File: src/rtl/div_pkg.sv
// Shared types and sizing helpers for the sequential restoring divider.
package div_pkg;

  typedef enum logic [1:0] {
    StIdle,
    StCalc,
    StDone
  } state_t;

  localparam int unsigned DefN = 8;
  localparam int unsigned DefM = 4;

  // Width of the iteration counter that walks through the N quotient bits.
  function automatic int unsigned cnt_width(input int unsigned n);
    return (n > 1) ? $clog2(n) : 1;
  endfunction

endpackage

File: src/rtl/div_step.sv
// One restoring-division iteration: shift in the next dividend bit, subtract if it fits.
module div_step #(
  parameter int unsigned M = 4
) (
  input  logic [M:0]   p_i,
  input  logic         d_bit_i,
  input  logic [M-1:0] v_i,
  output logic [M:0]   p_o,
  output logic         q_o
);

  logic [M+1:0] t;
  logic [M:0]   diff;

  // The partial remainder MSB is always 0, so the full-width trial value equals {P[M-1:0], d}.
  always_comb begin
    t    = {p_i, d_bit_i};
    diff = t[M:0] - {1'b0, v_i};
    q_o  = (t >= {2'b00, v_i});
    p_o  = q_o ? diff : t[M:0];
  end

endmodule

File: src/rtl/seq_divider.sv
// Sequential unsigned divider producing one quotient bit per clock with a start/busy/done handshake.
module seq_divider
  import div_pkg::*;
#(
  parameter int unsigned N = DefN,
  parameter int unsigned M = DefM
) (
  input  logic         clk,
  input  logic         rst_n,
  input  logic         start_i,
  input  logic [N-1:0] dividend_i,
  input  logic [M-1:0] divisor_i,
  output logic         busy_o,
  output logic         done_o,
  output logic [N-1:0] quot_o,
  output logic [M-1:0] rem_o,
  output logic         div_zero_o
);

  localparam int unsigned CW = cnt_width(N);
  localparam logic [CW-1:0] CntLast = CW'(N - 1);

  state_t         state_q, state_d;
  logic [N-1:0]   d_q, d_d;
  logic [M-1:0]   v_q, v_d;
  logic [M:0]     p_q, p_d;
  logic [CW-1:0]  cnt_q, cnt_d;
  logic [N-1:0]   quot_q, quot_d;
  logic [M-1:0]   rem_q, rem_d;
  logic           dz_q, dz_d;

  logic [M:0]     p_new;
  logic           q_bit;

  div_step #(
    .M (M)
  ) u_step (
    .p_i     (p_q),
    .d_bit_i (d_q[N-1]),
    .v_i     (v_q),
    .p_o     (p_new),
    .q_o     (q_bit)
  );

  always_comb begin
    state_d = state_q;
    d_d     = d_q;
    v_d     = v_q;
    p_d     = p_q;
    cnt_d   = cnt_q;
    quot_d  = quot_q;
    rem_d   = rem_q;
    dz_d    = dz_q;
    unique case (state_q)
      StIdle: begin
        if (start_i) begin
          d_d   = dividend_i;
          v_d   = divisor_i;
          p_d   = '0;
          cnt_d = '0;
          // Division by zero skips iteration and reports a saturated quotient.
          if (divisor_i == '0) begin
            quot_d  = '1;
            rem_d   = '0;
            dz_d    = 1'b1;
            state_d = StDone;
          end else begin
            state_d = StCalc;
          end
        end
      end
      StCalc: begin
        d_d   = {d_q[N-2:0], q_bit};
        p_d   = p_new;
        cnt_d = cnt_q + CW'(1);
        if (cnt_q == CntLast) begin
          quot_d  = {d_q[N-2:0], q_bit};
          rem_d   = p_new[M-1:0];
          dz_d    = 1'b0;
          state_d = StDone;
        end
      end
      StDone: state_d = StIdle;
      default: state_d = StIdle;
    endcase
  end

  always_ff @(posedge clk or negedge rst_n) begin
    if (!rst_n) begin
      state_q <= StIdle;
      d_q     <= '0;
      v_q     <= '0;
      p_q     <= '0;
      cnt_q   <= '0;
      quot_q  <= '0;
      rem_q   <= '0;
      dz_q    <= 1'b0;
    end else begin
      state_q <= state_d;
      d_q     <= d_d;
      v_q     <= v_d;
      p_q     <= p_d;
      cnt_q   <= cnt_d;
      quot_q  <= quot_d;
      rem_q   <= rem_d;
      dz_q    <= dz_d;
    end
  end

  assign busy_o     = (state_q == StCalc);
  assign done_o     = (state_q == StDone);
  assign quot_o     = quot_q;
  assign rem_o      = rem_q;
  assign div_zero_o = dz_q;

endmodule

File: config.mk
export PLATFORM = sky130hd
export DESIGN_NAME = seq_divider
export DESIGN_NICKNAME = d
export VERILOG_FILES = /design/src/rtl/div_pkg.sv /design/src/rtl/div_step.sv /design/src/rtl/seq_divider.sv
export SDC_FILE = /design/constraint.sdc
export NUM_CORES = 1
export LEC_CHECK = 0
export ABC_AREA = 1
export CORE_ASPECT_RATIO = 1.75
export CORE_MARGIN = 2
export CORE_UTILIZATION = 47
export DETAILED_ROUTE_END_ITERATION = 7
export HOLD_SLACK_MARGIN = 0.06
export PLACE_DENSITY = 0.8
export SLEW_MARGIN = 20
export SYNTH_ARGS = -nofsm -noshare
export SYNTH_HDL_FRONTEND = slang
export SYNTH_SLANG_ARGS = --single-unit
File: constraint.sdc
create_clock -name clk -period 1.7 [get_ports clk]
set_input_delay 0.17 -clock clk [delete_from_list [all_inputs] [get_ports clk]]
set_output_delay 0.17 -clock clk [all_outputs]
set_load 0.02 [all_outputs]
Word level (Yosys, flattened, before mapping)
Cells that the tools add are included.

operators by class
  $add $sub $neg = 2
  muxes and demuxes = 23
  $lt $le $gt $ge = 1
  reductions and logical operators = 7
  equality and inequality tests = 6

operator list
  cell                                                    count
  two-way mux 8 bit                                       4
  one-hot mux 8 bit (2 select lines)                      2
  two-way mux 4 bit                                       3
  two-way mux 5 bit                                       2
  one-hot mux 5 bit (2 select lines)                      1
  one-hot mux 4 bit (2 select lines)                      1
  >= comparator 6 x 4 -> 1 bit                            1
  two-way mux 2 bit                                       3
  one-hot mux 3 bit (2 select lines)                      1
  AND reduction 2 bit                                     3
  subtractor 5 x 4 -> 5 bit                               1
  zero test 4 bit                                         1
  inequality test 2 bit (second input constant)           2
  one-hot mux 2 bit (2 select lines)                      1
  AND reduction 4 bit                                     1
  adder 3 x 1 -> 3 bit (second input constant)            1
  equality test 3 bit (second input constant)             1
  two-way mux 1 bit                                       3
  two-way mux 3 bit                                       1
  equality test 2 x 1 -> 1 bit (second input constant)    1
  equality test 2 bit (second input constant)             1
  zero test 2 bit                                         1
  inequality test 2 x 1 -> 1 bit (second input constant)  1
  one-hot mux 1 bit (2 select lines)                      1
  nonzero test 2 bit                                      1

storage, ports and cells
  logic and storage cells = 47
  output and inout bits = 15
  register bits after elaboration = 35

Longest topological paths before layout
Gate-level depths: netlist of the first run.

  depth in word-level cells = 4
  mapped depth = 12

Modules after synthesis
A second synthesis of the first run with hierarchy kept.

unflattened totals
  cell total of the unflattened synthesis = 228
  area total of the unflattened synthesis = 1840.5 um2

by module, submodules not included
  module       cells each  times used  area each (um2)
  seq_divider  183         1           1555.2
  div_step     45          1           285.3

Worst setup path after synthesis of the first run
No wires, ideal clock.

  kind = reg-to-reg
  start = reg v_q[0]
  end = reg rem_q[2] (netlist: rem_o[2])
  buffers on the path = 0
  library setup time = 0.076 ns
  data arrival time = 1.612 ns
  path slack = 0.012 ns
  period minus slack after synthesis = 1.688 ns
  stages on the path, launching flop included = 12
  cells stage by stage = dfrtp_1 > ha_1 > fa_1 > inv_1 > nand2_1 > nand2_1 > nand2_1 > nand2_4 > nand2_1 > nand2_1 > nand2_1 > o21ai_1

between the ends
  longest elaborated chain between the ends = 4
  elaborated cells between the ends (all ways) = 5
  classes of those cells = add/sub: 1; order compare: 1; mux: 3

RTL lines
  item                                                                       line                            source
  start, declared                                                            seq_divider.sv:25               logic [M-1:0] v_q, v_d;
  start signal, assigned                                                     seq_divider.sv:101              v_q <= v_d;
  subtractor 5 x 4 -> 5 bit or >= comparator 6 x 4 -> 1 bit (tied branches)  div_step.sv:18, div_step.sv:19
  two-way mux 5 bit *                                                        div_step.sv:20                  p_o = q_o ? diff : t[M:0];
  two-way mux 4 bit *                                                        seq_divider.sv:76               if (cnt_q == CntLast) begin
  one-hot mux 4 bit (2 select lines) *                                       seq_divider.sv:54               unique case (state_q)
  end signal, assigned                                                       seq_divider.sv:105              rem_q <= rem_d;
  end, declared                                                              seq_divider.sv:29               logic [M-1:0] rem_q, rem_d;

Mark *: on every way between the ends. The rest lies on a longest branch, timed or not. The select of a mux whose other input is x is not followed.
A chain may end at the register's enable or synchronous reset.

Worst setup path in the final report of the first run
  start = reg d_q[7]
  end = reg rem_q[2] (netlist: rem_o[2])

between the ends
  longest elaborated chain between the ends = 4
  elaborated cells between the ends (all ways) = 5
  classes of those cells = add/sub: 1; order compare: 1; mux: 3

RTL lines
  item                                                                       line                            source
  start, declared                                                            seq_divider.sv:24               logic [N-1:0] d_q, d_d;
  start signal, assigned                                                     seq_divider.sv:91               d_q <= '0;
  start signal, assigned                                                     seq_divider.sv:100              d_q <= d_d;
  subtractor 5 x 4 -> 5 bit or >= comparator 6 x 4 -> 1 bit (tied branches)  div_step.sv:18, div_step.sv:19
  two-way mux 5 bit *                                                        div_step.sv:20
  two-way mux 4 bit *                                                        seq_divider.sv:76
  one-hot mux 4 bit (2 select lines) *                                       seq_divider.sv:54

Marked as above.

==> qor_table.md, run 1 <==
| Group | Item | This run |
|---|---|---|
| routing | Count of routing violations after the opening detailed-route iteration | 37 |
| timing | Max-Slew Margin vs Limit | 70.5% |
| timing | Transition time of the tightest slew-check pin | 442 ps |
| floorplan | Die outline height | 84.6 um |
| critical path | Critical Path Sink Type | register |
| synth | Unique masters post-synth | 28 |
| cts | Clock transition at the register clock pins on the worst setup and hold paths after CTS | 70 ps |
| global route | GR Overflow Total | 0 |
| timing | Hold violation total from the final report | 0 |
| power | VDD IR max | 0.00140 V |
| cts | Clock Latency Late Sink | 290 ps |
| critical path | Required @ worst endpoint | 1920 ps |
| timing | Final setup TNS | 0 ps |
| routing | DR vias | 1415 |
| floorplan | Site row count | 29 |
| cells and area | Most common cell after layout, fill and taps aside | nand2_1 |
| cells and area | Most frequent cells in the layout | 57 x nand2_1, 35 x dfrtp_1, 28 x clkdlybuf4s50_1 |
| global route | Met2 Use GR | 34.7% |
| global route | Maximum number of pins on one net before global-route repair | 36 |
| cts | H-Tree Depth | 2 |
| routing | Final routed wire length divided by cell count | 13.0 um |
| floorplan | Effective utilization at floorplan | 48.6% |
| critical path | Signal arrival time at the worst endpoint | 1900 ps |
| placed design | Cell count after placement | 274 |
| critical path | Startpoint-to-endpoint class of the critical path | register to register |
| power | Overall power of the completed layout | 5370 uW |
| timing | Final period util | 98.6% |
| timing | Number of max-slew violations in the final report | 0 |
| timing | Setup-failing EPs final | 0 |
| global route | Wire length of the first global-routing pass | 6420 um |
| timing | Fmax | 597 MHz |
| critical path | Critical path launch point type | register |
| synth | Share of synthesized area occupied by flip-flops and latches | 50.2% |
| power | Pwr Density | 2350 nW/um2 |
| placed design | HPWL after DPL | 2700 um |
| global route | Initial antenna violation count | 0 |
| routing | Post-detailed-route DRC marker count | 0 |
| cells and area | Final net count | 259 |
| cells and area | Number of antenna diodes | 0 |
| global route | Met3 track demand over resource | 4.63% |
| cells and area | Fill cell total of the finished layout | 298 |
| synth | Portion of synthesized cell area occupied by the leading cell type | 50.2% |
| timing | Worst-case hold slack | 292 ps |
| cells and area | Share of cells above drive strength 1 | 20.3% |
| synth | Dominant cells by area after synthesis | dfrtp_1 50%, nand2_1 14%, inv_1 4.5% |
| floorplan | Die span in x | 50.1 um |
| routing | First-pass iteration count of the detailed router | 4 |
| timing | Post-layout min period | 1680 ps |
| floorplan | Count of pins on the block boundary | 30 |
| timing | Unrepaired setup endpoints after global routing | yes |
| routing | Mean number of vias per cell | 5.00 |
| synth | Syn Inst Count | 195 |
| cts | Total clock buffers created by CTS | 5 |
| global route | GRT Util Overall | 20.0% |
| placed design | GPL Wtd Cong | 0.844 |
| cts | Hold buffer count at cts | 0 |
| hold path | Worst Hold Class | primary input to asynchronous set/reset pin |
| cts | CTS root buffer | clkbuf_8 |
| placed design | Worst setup timing slack at the placement stage | -103 ps |
| synth | Synthesized Nets | 217 |
| floorplan | Total Die Area | 4240 um2 |
| cells and area | Non-filler cells, final | 283 |
| routing | Sum of routed wire length over all layers | 3690 um |
| synth | Mapped cell area | 1750 um2 |
| synth | Seq cells post-synth | 35 |
| critical path | Maximum fanout along the worst path | 8 |
| synth | Mapped Avg Cell Area | 8.95 um2 |
| cts | CTS max path bufs | 2 |
| cts | CTS tree | done |
| cells and area | Area growth from synthesis to layout | 30.9% |
| floorplan | Placeable core region | 3590 um2 |
| timing | Worst Setup Slack, final | 24.1 ps |
| global route | Via count of the first global-routing pass | 1443 |
| synth | Cell type contributing the most total cell area after synthesis | dfrtp_1 |
| synth | Number of warning messages in the yosys log | 0 |
| global route | Met1 global-route usage | 23.4% |
| routing | Antenna Nets Post-Route | 0 |
| status | Outcome | finished, final reports clean |
| global route | GRT busiest layer | met2 |
| placed design | Port bufs | 29 |
| power | Reported leakage power | 0.00113 uW |
| cts | Clock sink count | 35 |
| job | Maximum capacitance violations | 0 |
| timing | Setup clock skew after layout | 5.20 ps |
==> state kept, by name, summed over array words and instances (netlist names) <==
register,count
rem_o,4
d_q,8
state_q,2
quot_o,8
div_zero_o,1
v_q,4
cnt_q,3
p_q,5
==> report_power, final <==
part,internal (uW),switching [uW],total (uW)
sequential,1250,216,1470
combinational,1360,1930,3290
clock,318,295,612
total,2930,2440,5370
==> per-stage QoR <==
| step | area [um2] | util [%] |
|---|---|---|
| after floorplan | 1750 | - |
| after global placement | 2120 | 59.1 |
| after detailed placement | 2120 | 59.1 |
| after CTS | 2210 | 61.7 |
| after global routing | 2280 | 63.6 |
| final | 2280 | 63.6 |
==> final timing paths <==
path,startpoint,depth (start not counted),slack [ps],end
min in group clk,divisor_i[2],3,460,v_q[2]
max in group asynchronous,rst_n,2,1100,quot_o[6]
worst max-delay path,d_q[7],12,20,rem_o[2]
worst max register to register,d_q[7],12,20,rem_o[2]
worst min-delay path,rst_n,2,290,rem_o[2]
worst min register to register,quot_o[5],2,480,quot_o[5]
==> synthesized netlist by cell type <==
library cell / n
nand2_1: 63
dfrtp_1: 35
inv_1: 21
o21ai_0: 12
nand3_1: 8
o211ai_1: 7
ha_1: 6
nor2_1: 6
nand2_4: 5
a21oi_1: 3
buf_2: 3
o21ai_2: 3
a22o_1: 2
buf_6: 2
inv_2: 2
nand3_2: 2
o21ai_1: 2
o22ai_1: 2
or2_1: 2
clkinv_2: 1
clkinv_4: 1
fa_1: 1
nand2_2: 1
nand3_4: 1
nor2_2: 1
o21a_1: 1
xnor2_1: 1
xor2_1: 1
==> routing by layer <==
metal | vias up | wire length [um]
met5 | - | 0
met4 | 0 | 54
met3 | 6 | 127
met2 | 26 | 2000
met1 | 682 | 1500
li1 | 701 | -
==> kinds of logic after synthesis <==
family                     share of synthesized area (%)
and+or+nand+nor                                     23.9
DFF                                                 50.2
AOI/OAI and AO/OA                                   11.5
buffers and inverters                               7.89
adders and majority gates                           5.45
xor gates and xnor gates                            1.00
==> worst max-delay path, cell delays in order (launching register included) <==
cell and delay [ps]:
dfrtp_1 360, inv_2 60, ha_4 160, fa_2 360, inv_2 60, nand2_2 40
nand2_2 90, nand2_4 80, nand2_8 100, nand2_2 50, nand2_1 50, nand2_1 60
o21ai_1 130
==> area by class of cell <==
cell class	instances	area (um2)	area share, %
clock inverter	1	5.00	0.219
sequential	35	876	38.3
clock buffer	6	82.6	3.61
inverter	25	100	4.38
timing repair buffer	40	372	16.3
multi-input combinational	130	792	34.7
tap	46	57.6	2.52
==> repair_timing <==
action                                  CTS  global route
setup buffers                             0             2
pin swaps                                 1             5
gates resized for setup                   3            15
endpoints found under the setup margin   12            10
Note: power is estimated with default switching activity, not from simulation.
==> run 2: changes to the inputs <==
- RECOVER_POWER: unset -> 25
==> qor_table.md, run 2 (same netlist as run 1, synthesis figures left out) <==
| Group | Item | This run |
|---|---|---|
| routing | Post-detailed-route DRC marker count | 0 |
| timing | Unrepaired setup endpoints after global routing | yes |
| global route | GR Overflow Total | 0 |
| timing | Final period util | 98.6% |
| routing | Count of routing violations after the opening detailed-route iteration | 37 |
| cells and area | Most frequent cells in the layout | 57 x nand2_1, 35 x dfrtp_1, 27 x clkdlybuf4s50_1 |
| floorplan | Die span in x | 50.1 um |
| timing | Fmax | 597 MHz |
| floorplan | Total Die Area | 4240 um2 |
| cells and area | Most common cell after layout, fill and taps aside | nand2_1 |
| power | Pwr Density | 2350 nW/um2 |
| timing | Number of max-slew violations in the final report | 0 |
| critical path | Critical Path Sink Type | register |
| global route | Via count of the first global-routing pass | 1443 |
| cts | Hold buffer count at cts | 0 |
| critical path | Critical path launch point type | register |
| cells and area | Final net count | 259 |
| timing | Post-layout min period | 1680 ps |
| cts | CTS max path bufs | 2 |
| routing | Final routed wire length divided by cell count | 13.0 um |
| critical path | Startpoint-to-endpoint class of the critical path | register to register |
| power | Reported leakage power | 0.00113 uW |
| routing | DR vias | 1415 |
| timing | Setup clock skew after layout | 5.20 ps |
| critical path | Most prevalent standard cell on the critical path | nand2_2 |
| floorplan | Count of pins on the block boundary | 30 |
| critical path | Signal arrival time at the worst endpoint | 1900 ps |
| cts | Total clock buffers created by CTS | 5 |
| hold path | Worst Hold Class | primary input to register |
| cells and area | Area growth from synthesis to layout | 30.8% |
| placed design | Worst setup timing slack at the placement stage | -103 ps |
| placed design | HPWL after DPL | 2700 um |
| placed design | Standard cell area after detailed placement | 2120 um2 |
| timing | Worst Setup Slack, final | 24.1 ps |
| global route | Maximum number of pins on one net before global-route repair | 36 |
| floorplan | Site row count | 29 |
| cts | Clock Latency Late Sink | 290 ps |
| timing | Setup-failing EPs final | 0 |
| global route | Wire length of the first global-routing pass | 6420 um |
| status | Outcome | finished, final reports clean |
| placed design | GPL Wtd Cong | 0.844 |
| timing | Transition time of the tightest slew-check pin | 867 ps |
| floorplan | Effective utilization at floorplan | 48.6% |
| power | VDD IR max | 0.00140 V |
| critical path | Required @ worst endpoint | 1920 ps |
| timing | Max-Slew Margin vs Limit | 42.2% |
| critical path | Maximum fanout along the worst path | 8 |
| global route | Initial antenna violation count | 0 |
| job | Maximum capacitance violations | 0 |
| cells and area | Share of cells above drive strength 1 | 20.3% |
| routing | Sum of routed wire length over all layers | 3690 um |
| global route | GRT Util Overall | 20.0% |
| placed design | Port bufs | 29 |
| cells and area | Cell area after layout | 2280 um2 |
| floorplan | Placeable core region | 3590 um2 |
| routing | Antenna Nets Post-Route | 0 |
| cts | CTS root buffer | clkbuf_8 |
| cells and area | Number of antenna diodes | 0 |
| critical path | Max stage delay cell, worst path | dfrtp_1 |
| critical path | Chain of cells forming the critical path | inv_2 -> ha_4 -> fa_2 -> inv_2 -> nand2_2 -> nand2_2 -> nand2_4 -> nand2_8 -> nand2_2 -> nand2_1 -> nand2_1 -> o21ai_1 |
| routing | Mean number of vias per cell | 5.00 |
| cts | H-Tree Depth | 2 |
| cts | Clock sink count | 35 |
| cts | Clock transition at the register clock pins on the worst setup and hold paths after CTS | 70 ps |
| floorplan | Die outline height | 84.6 um |
| timing | Hold violation total from the final report | 0 |
| cts | CTS tree | done |
| routing | First-pass iteration count of the detailed router | 4 |
| critical path | Worst path max stage delay | 360 ps |
run 2: cell count changes in the layout (fill, tap and decap cells not counted), sizes merged:
cell,previous run,this run
dlygate4sd3,0,1
clkdlybuf4s50,28,27
clkbuf,6,7
buf,11,10
run 2: per-layer routing:
| layer | routed length (um) | GRT usage [%] | share of wire (%) | vias up |
|---|---|---|---|---|
| li1 | - | - | - | 701 |
| met1 | 1500 | 23.4 | 41 | 682 |
| met2 | 2000 | 34.7 | 54 | 26 |
| met3 | 127 | 4.63 | 3.4 | 6 |
| met4 | 54 | 7.58 | 1.5 | 0 |
| met5 | 0 | 0 | 0 | - |
run 2: path summary, 6_finish.rpt:
check | start | to | slack, ps | depth (start not counted)
setup / recovery | d_q[7] | rem_o[2] | 20 | 12
hold / removal | divisor_i[2] | v_q[2] | 460 | 3
setup reg to reg | d_q[7] | rem_o[2] | 20 | 12
hold reg to reg | quot_o[5] | quot_o[5] | 480 | 2
max in group asynchronous | rst_n | quot_o[6] | 640 | 2
min in group asynchronous | rst_n | rem_o[2] | 520 | 2
run 2: final cells by class:
| class | count | area, um2 |
|---|---|---|
| fillers | 297 | 1310 |
| flip-flops and latches | 35 | 876 |
| multi-input cells | 130 | 792 |
| repair buffers | 40 | 369 |
| inverters | 25 | 100 |
| clock buffers | 6 | 82.6 |
| well taps | 46 | 57.6 |
| clock inverters | 1 | 5.00 |
run 2: where the power goes:
part / total [uW] / switching (uW) / internal [uW]
Combinational: 3280 / 1930 / 1360
Sequential: 1470 / 216 / 1250
Clock: 612 / 295 / 318
run 2: critical path, delay by kind of cell, from the launching register on:
family | cells | cell delay [ps]
adders and majority gates | 2 | 520
DFF | 1 | 360
AOI/OAI and AO/OA | 1 | 130
and+or+nand+nor | 7 | 470
buffers and inverters | 2 | 120
run 2: per-stage QoR:
stage	hold WS [ps]	util, %	setup TNS [ps]	power, uW	instances
floorplan	-126	-	0	3540	195
global placement	463	59.1	-296	4360	274
detailed placement	465	59.1	-676	4440	274
CTS	307	61.7	0	5070	281
global route	509	63.5	-332	5850	283
finish	462	63.5	0	5370	283
run 2: what timing repair did:
action / CTS / global route
resized for setup: 3 / 15
pin swaps: 1 / 5
setup endpoints to repair: 12 / 10
buffers inserted: 0 / 2
hold endpoints to repair: 0 / 0
